**config.mk**
```make
export PLATFORM = sky130hd
export DESIGN_NAME = uart_rx_fifo
export DESIGN_NICKNAME = d
export VERILOG_FILES = /design/src/rtl/uart_rx_fifo.sv
export SDC_FILE = /design/constraint.sdc
export NUM_CORES = 1
export LEC_CHECK = 0
export ABC_AREA = 1
export BUFFER_PORTS_ARGS = -buffer_cell sky130_fd_sc_hd__clkbuf_2
export CORE_MARGIN = 1
export CORE_UTILIZATION = 50
export DETAILED_ROUTE_END_ITERATION = 16
export PLACE_DENSITY = 0.69
export SLEW_MARGIN = 20
export SYNTH_ARGS = -nofsm -noshare
export SYNTH_HDL_FRONTEND = slang
export SYNTH_SLANG_ARGS = --single-unit
```
**constraint.sdc**
```tcl
create_clock -name CLK -period 2 [get_ports CLK]
set_input_delay 0.2 -clock CLK [delete_from_list [all_inputs] [get_ports CLK]]
set_output_delay 0.2 -clock CLK [all_outputs]
set_load 0.02 [all_outputs]
```
**src/rtl/uart_rx_fifo.sv**
```systemverilog
// Receive-side byte FIFO behind the UART receiver.
// Bytes are captured on the rising edge of RX_VALID and read out with a one-byte-per-request handshake.
module uart_rx_fifo #(
    parameter int ADDR_W = 4,
    parameter int DEPTH  = 16
) (
    input  logic              CLK,
    input  logic              RESET_N,
    input  logic [7:0]        RX_DATA,
    input  logic              RX_VALID,
    input  logic              RD_EN,
    output logic [7:0]        RD_DATA,
    output logic              RD_VALID,
    output logic              EMPTY,
    output logic              FULL,
    output logic [ADDR_W:0]   COUNT,
    output logic              OVERRUN,
    input  logic              OVERRUN_CLR
);

    localparam logic [ADDR_W:0] DEPTH_C = (ADDR_W+1)'(DEPTH);
    localparam logic [ADDR_W:0] ONE_C   = (ADDR_W+1)'(1);

    logic [7:0]        mem_q [DEPTH];

    logic              rx_valid_q, rx_valid_d;
    logic [ADDR_W-1:0] wr_ptr_q, wr_ptr_d;
    logic [ADDR_W-1:0] rd_ptr_q, rd_ptr_d;
    logic [ADDR_W:0]   count_q, count_d;
    logic [7:0]        rd_data_q, rd_data_d;
    logic              rd_valid_q, rd_valid_d;
    logic              overrun_q, overrun_d;

    logic              empty, full;
    logic              wr_req, wr_acc, rd_acc, ovr_set;

    assign empty = (count_q == '0);
    assign full  = (count_q == DEPTH_C);

    // A read in the same cycle frees a slot, so a full FIFO can still take the write.
    assign wr_req  = RX_VALID & ~rx_valid_q;
    assign rd_acc  = RD_EN & ~empty;
    assign wr_acc  = wr_req & (~full | rd_acc);
    assign ovr_set = wr_req & full & ~rd_acc;

    always_comb begin
        rx_valid_d = RX_VALID;
        wr_ptr_d   = wr_ptr_q;
        rd_ptr_d   = rd_ptr_q;
        count_d    = count_q;
        rd_data_d  = rd_data_q;
        rd_valid_d = 1'b0;
        overrun_d  = overrun_q;

        if (wr_acc) begin
            wr_ptr_d = wr_ptr_q + 1'b1;
        end
        if (rd_acc) begin
            rd_ptr_d   = rd_ptr_q + 1'b1;
            rd_data_d  = mem_q[rd_ptr_q];
            rd_valid_d = 1'b1;
        end

        case ({wr_acc, rd_acc})
            2'b10:   count_d = count_q + ONE_C;
            2'b01:   count_d = count_q - ONE_C;
            default: count_d = count_q;
        endcase

        // Set has priority over clear so a fresh drop is never masked.
        if (ovr_set) begin
            overrun_d = 1'b1;
        end else if (OVERRUN_CLR) begin
            overrun_d = 1'b0;
        end
    end

    always_ff @(posedge CLK or negedge RESET_N) begin
        if (!RESET_N) begin
            rx_valid_q <= 1'b0;
            wr_ptr_q   <= '0;
            rd_ptr_q   <= '0;
            count_q    <= '0;
            rd_data_q  <= 8'h00;
            rd_valid_q <= 1'b0;
            overrun_q  <= 1'b0;
        end else begin
            rx_valid_q <= rx_valid_d;
            wr_ptr_q   <= wr_ptr_d;
            rd_ptr_q   <= rd_ptr_d;
            count_q    <= count_d;
            rd_data_q  <= rd_data_d;
            rd_valid_q <= rd_valid_d;
            overrun_q  <= overrun_d;
        end
    end

    // Storage is deliberately left out of reset.
    always_ff @(posedge CLK) begin
        if (wr_acc) begin
            mem_q[wr_ptr_q] <= RX_DATA;
        end
    end

    assign RD_DATA  = rd_data_q;
    assign RD_VALID = rd_valid_q;
    assign EMPTY    = empty;
    assign FULL     = full;
    assign COUNT    = count_q;
    assign OVERRUN  = overrun_q;

endmodule

```
# Yosys cells after proc, flatten, opt, wreduce, memory -nomap -nowiden
# Memories as Yosys holds them, arrays and structs flattened. A register that Yosys moved wholly into a read port is not among the register bits.
# Index checks and enable logic that the tools add are counted.
[word_totals] mem_bits_rw=128 word_cells=34 in_bits=13 output_inout_bits=17 n_memories=1 reg_bits=16
[memory_table] name="mem_q" words=16 width=8 read_ports=1 rd_clocked_by_memory_dff=1 wr=1 line="24" source="logic [7:0] mem_q [DEPTH];"
[classes] n_reduce_logical=4 addsub=4 eq_ne=3 muxes=6 n_bitwise=10
[op_table] cell="case mux 5 bit (2 select lines)" count=1
[op_table] cell="adder 4 x 1 -> 4 bit, second input constant" count=2
[op_table] cell="adder 5 x 1 -> 5 bit, second input constant" count=1
[op_table] cell="AND 1 bit" count=5
[op_table] cell="equality test 5 bit, second input constant" count=1
[op_table] cell="zero test 5 bit" count=1
[op_table] cell="2-to-1 mux 1 bit" count=5
[op_table] cell="subtractor 5 x 1 -> 5 bit, second input constant" count=1
[op_table] cell="inverter 1 bit" count=4
[op_table] cell="nonzero test 2 bit" count=2
[op_table] cell="equality test 2 x 1 -> 1 bit, second input constant" count=1
[op_table] cell="equality test 2 bit, second input constant" count=1
[op_table] cell="zero test 1 bit" count=1
[op_table] cell="bitwise OR 1 bit" count=1

# Longest topological paths before layout
[logic_depth] word_depth=7 ltp_mapped=14 depth_no_buf=14

# Worst setup path after synthesis
# Ideal clock, no wire load.
[synth_timing] kind="register to register" from="register count_q[1], in the netlist COUNT[1]" to="register count_q[4], in the netlist COUNT[4]" setup_ps=113 stages_incl_launch_ff=14 period_less_slack_ps=1990 arrival_ps=1877 setup_slack_ps=10 n_path_buf=0 t_required_ps=1887 cell_sequence="dfrtp_1 -> nor2_2 -> nand3_2 -> nand3_1 -> inv_1 -> ha_1 -> inv_1 -> o21ai_0 -> a21o_1 -> nand2_1 -> nand2_1 -> nand2_1 -> nand2_1 -> inv_1"
[synth_between] elab_chain_len=7 elab_cells_between_ends=13 classes_between="add/sub (2); eq/ne (3); mux (1); bitwise (5); reduce/logical (2)"
[synth_rtl] item="start: declaration" line="29" source="logic [ADDR_W:0] count_q, count_d;"
[synth_rtl] item="start signal: assignment" line="91" source="count_q <= count_d;"
[synth_rtl] item="zero test 5 bit" line="37" source="assign empty = (count_q == '0);"
[synth_rtl] item="inverter 1 bit" line="42" source="assign rd_acc = RD_EN & ~empty;"
[synth_rtl] item="AND 1 bit" line="42"
[synth_rtl] item="bitwise OR 1 bit" line="43" source="assign wr_acc = wr_req & (~full | rd_acc);"
[synth_rtl] item="AND 1 bit" line="43"
[synth_rtl] item="equality test 2 x 1 -> 1 bit or equality test 2 bit (tied branches)" line="64" source="case ({wr_acc, rd_acc})"
[synth_rtl] item="case mux 5 bit (2 select lines) or nonzero test 2 bit (tied branches)"
# Several ways; a longest one is shown, not always the timed one.
# A chain may end at the register's enable or synchronous reset.

# Worst setup path in the final report
[layout_timing] from="input RX_VALID" to="register count_q[4], in the netlist COUNT[4]"
[layout_between] elab_chain_len=4 elab_cells_between_ends=6 classes_between="eq/ne (2); mux (1); bitwise (2); reduce/logical (1)"
[layout_rtl] item="start: declaration" line="10" source="input logic RX_VALID,"
[layout_rtl] item="AND 1 bit (*)" line="41" source="assign wr_req = RX_VALID & ~rx_valid_q;"
[layout_rtl] item="AND 1 bit (*)" line="43"
[layout_rtl] item="equality test 2 x 1 -> 1 bit or equality test 2 bit (tied branches)" line="64"
[layout_rtl] item="case mux 5 bit (2 select lines) or nonzero test 2 bit (tied branches)"
# Every way passes the cells marked *; elsewhere a longest branch is shown, timed or not.

==> impl_results.md <==
* Status: finished clean
* Antenna violations before repair at 0
* Worst setup EP type: flop
* GRT Util Overall at 0.2285
* Fin worst setup slack at 55.69 ps
* Yosys warnings at 0
* Total negative setup slack at 0 ps
* Synth async-reset ratio at 0.1579
* Max-Slew Margin vs Limit at 0.5685
* Vias per cell at 5.154
* Fill cell count at 1045
* Sink Count at 152
* CP max FO at 4
* CTS clk-pin slew, worst paths at 60 ps
* Antenna viol nets, final at 0
* Max-cap violation count at 0
* Placed cell count at 848
* P_leak at 3.414 nW
* Htree depth at 4
* Drt initial violations at 422
* Leading cell type in the layout, fill and taps excluded: nand2_1
* Nets at 717
* Finished Core Util at 0.5852
* CTS tree: done
* Die Footprint at 13930 µm²
* Hold_ws at 172.7 ps
* Worst slew pin tran at 646.3 ps
* Minimum clock period at 1944 ps
* Post-synthesis average cell area at 10.47 µm²
* Max Slew Vio Count at 0
* Cell Area, Synth at 6733 µm²
* Finish-stage setup viols at 0
* Top cell type's share of synthesized area at 0.5709
* Commonest non-fill, non-tap cells in the layout: nand2_1, edfxtp_1, inv_1
* Port Buffers at 29
* Setup CP Type: input port to flop
* Hpwl dp at 8.901 mm
* Die H at 118.0 µm
* Num CTS Buffers at 17
* First-pass GRT wire length at 23.40 mm
* Clk_lat worst skew at 420 ps
* Startpoint Class: input port
* Net Count, Synth at 665
* Layout cells sized above 1 at 0.1356
* Grt ovf at 0
* Post-synth top area cell: edfxtp_1
* Arrival time at the worst endpoint at 2260 ps
* Via count at 4556
* Final Non-Filler Cells at 884
* Synth top area cells: edfxtp_1, nand2_1, dfrtp_1
* Peak VDD IR at 0.8999 mV
* Hold Path Class: input port to flop
* Initial DRT Pass Iterations at 5
* Vias in the first global route at 4405
* CTS Buffer Depth at 2
* Layout area overhead at 14.64%
* DP Area at 7091 µm²
* Drt drc at 0
* Post-synthesis instance total at 643
* Prevailing post-synth register cell: edfxtp_1
* Max Freq at 514.3 MHz
* Tot Pwr at 10.81 mW
* GP Congestion at 0.8877
* Clock root buffer: clkbuf_16
* Die width at 118.0 µm
* Worst Skew at 9.268 ps
* Endpoints failing hold at 0
* Pwr/cell area at 1401 nW/µm²
* EDFF count, synth at 128
* Part of the cycle the worst path needs at 0.9722
* Post-Place Worst Slack at -49.88 ps
* Row count at 42
* Placeable core area at 13190 µm²
* WL/cell at 16.45 µm
* IO Pins at 30
* FF+latch count, synth at 152
* # diodes at 0
* Largest net degree at the start of global routing at 75
* Critical Path RT at 2320 ps
* Register area share after synthesis at 0.6601
* Initial Util at 0.5104
* Post-synthesis cell type count at 28
* WL final at 14.54 mm
* Post-route cell area at 7719 µm²
==> state kept, by name, indices dropped and copies added (netlist names) <==
| name | cells |
|---|---|
| RD_VALID | 1 |
| rd_ptr_q | 4 |
| COUNT | 5 |
| rx_valid_q | 1 |
| wr_ptr_q | 4 |
| mem_q | 128 |
| RD_DATA | 8 |
| OVERRUN | 1 |
==> per-layer routing <==
metal	wire length [µm]	track usage	up-vias	part of all wire
li1	-	-	2186	-
met1	6026	0.3003	2169	0.41
met2	6910	0.3463	166	0.48
met3	1142	0.06831	35	0.079
met4	459	0.1122	0	0.032
met5	0	0	-	0
==> worst paths after layout <==
path | endpoint | cells past startpoint | from | slack (ps)
setup / recovery | COUNT[4] | 14 | RX_VALID | 60
hold / removal | OVERRUN | 4 | RD_EN | 170
setup reg to reg | COUNT[4] | 13 | COUNT[2] | 60
hold reg to reg | RD_DATA[5] | 2 | RD_DATA[5] | 490
max in group asynchronous | COUNT[2] | 2 | RESET_N | 1260
min in group asynchronous | RD_DATA[4] | 2 | RESET_N | 320
==> worst max-delay path: stages <==
cell	delay (ps)
dlygate4sd3_1	540
clkbuf_2	120
inv_1	60
nor2_2	40
inv_1	140
nand3_4	130
fa_1	420
o21ai_1	190
a21o_1	140
nand2_1	80
nand2_1	80
nand2_1	50
nand2_1	60
inv_1	40
==> cell usage after synthesis (2+ instances only) <==
cell type  count
edfxtp_1     128
nand2_1      222
buf_6         14
ha_1           8
dfrtp_1       24
o21ai_0        4
clkinv_1       2
o211ai_1       8
xor2_1         8
buf_2         11
o21ai_1        3
nand3_1       87
inv_2          3
inv_1         89
nor2_2         3
nor2_1        17
==> logic make-up (layout without fill, tap and decap cells) <==
kind of cell | after synthesis | in the layout | synth area share
XOR/XNOR | 9 | 9 | 0.01171
buffers and inverters | 121 | 186 | 0.08567
flip-flops | 152 | 152 | 0.6601
adder cells (fa/ha/maj) | 9 | 9 | 0.01784
AO/OA/AOI/OAI | 18 | 18 | 0.01728
AND/OR/NAND/NOR | 334 | 334 | 0.2074
==> layout make-up <==
cell class              instances  area, µm²  area share
flip-flops and latches        152       4447      0.5761
well taps                     176      220.2     0.02853
multi-input cells             370       1732      0.2243
clock inverters                12      132.6     0.01718
inverters                      94      352.8     0.04571
repair buffers                 60      397.9     0.05155
clock buffers                  20      436.7     0.05657
==> repair_timing <==
action | in CTS | in global routing
hold buffers | 3 | 0
hold endpoints to repair | 26 | 0
endpoints found under the setup margin | 1 | 10
resized for setup | 1 | 5
setup buffers | 0 | 1
==> power breakdown <==
part / leakage (nW) / switching [mW] / internal (mW)
sequential: 1.44 / 0.233 / 3.79
combinational: 1.69 / 2.52 / 1.18
clock: 0.279 / 1.16 / 1.93
No activity file was read; power rests on OpenSTA's default activity.
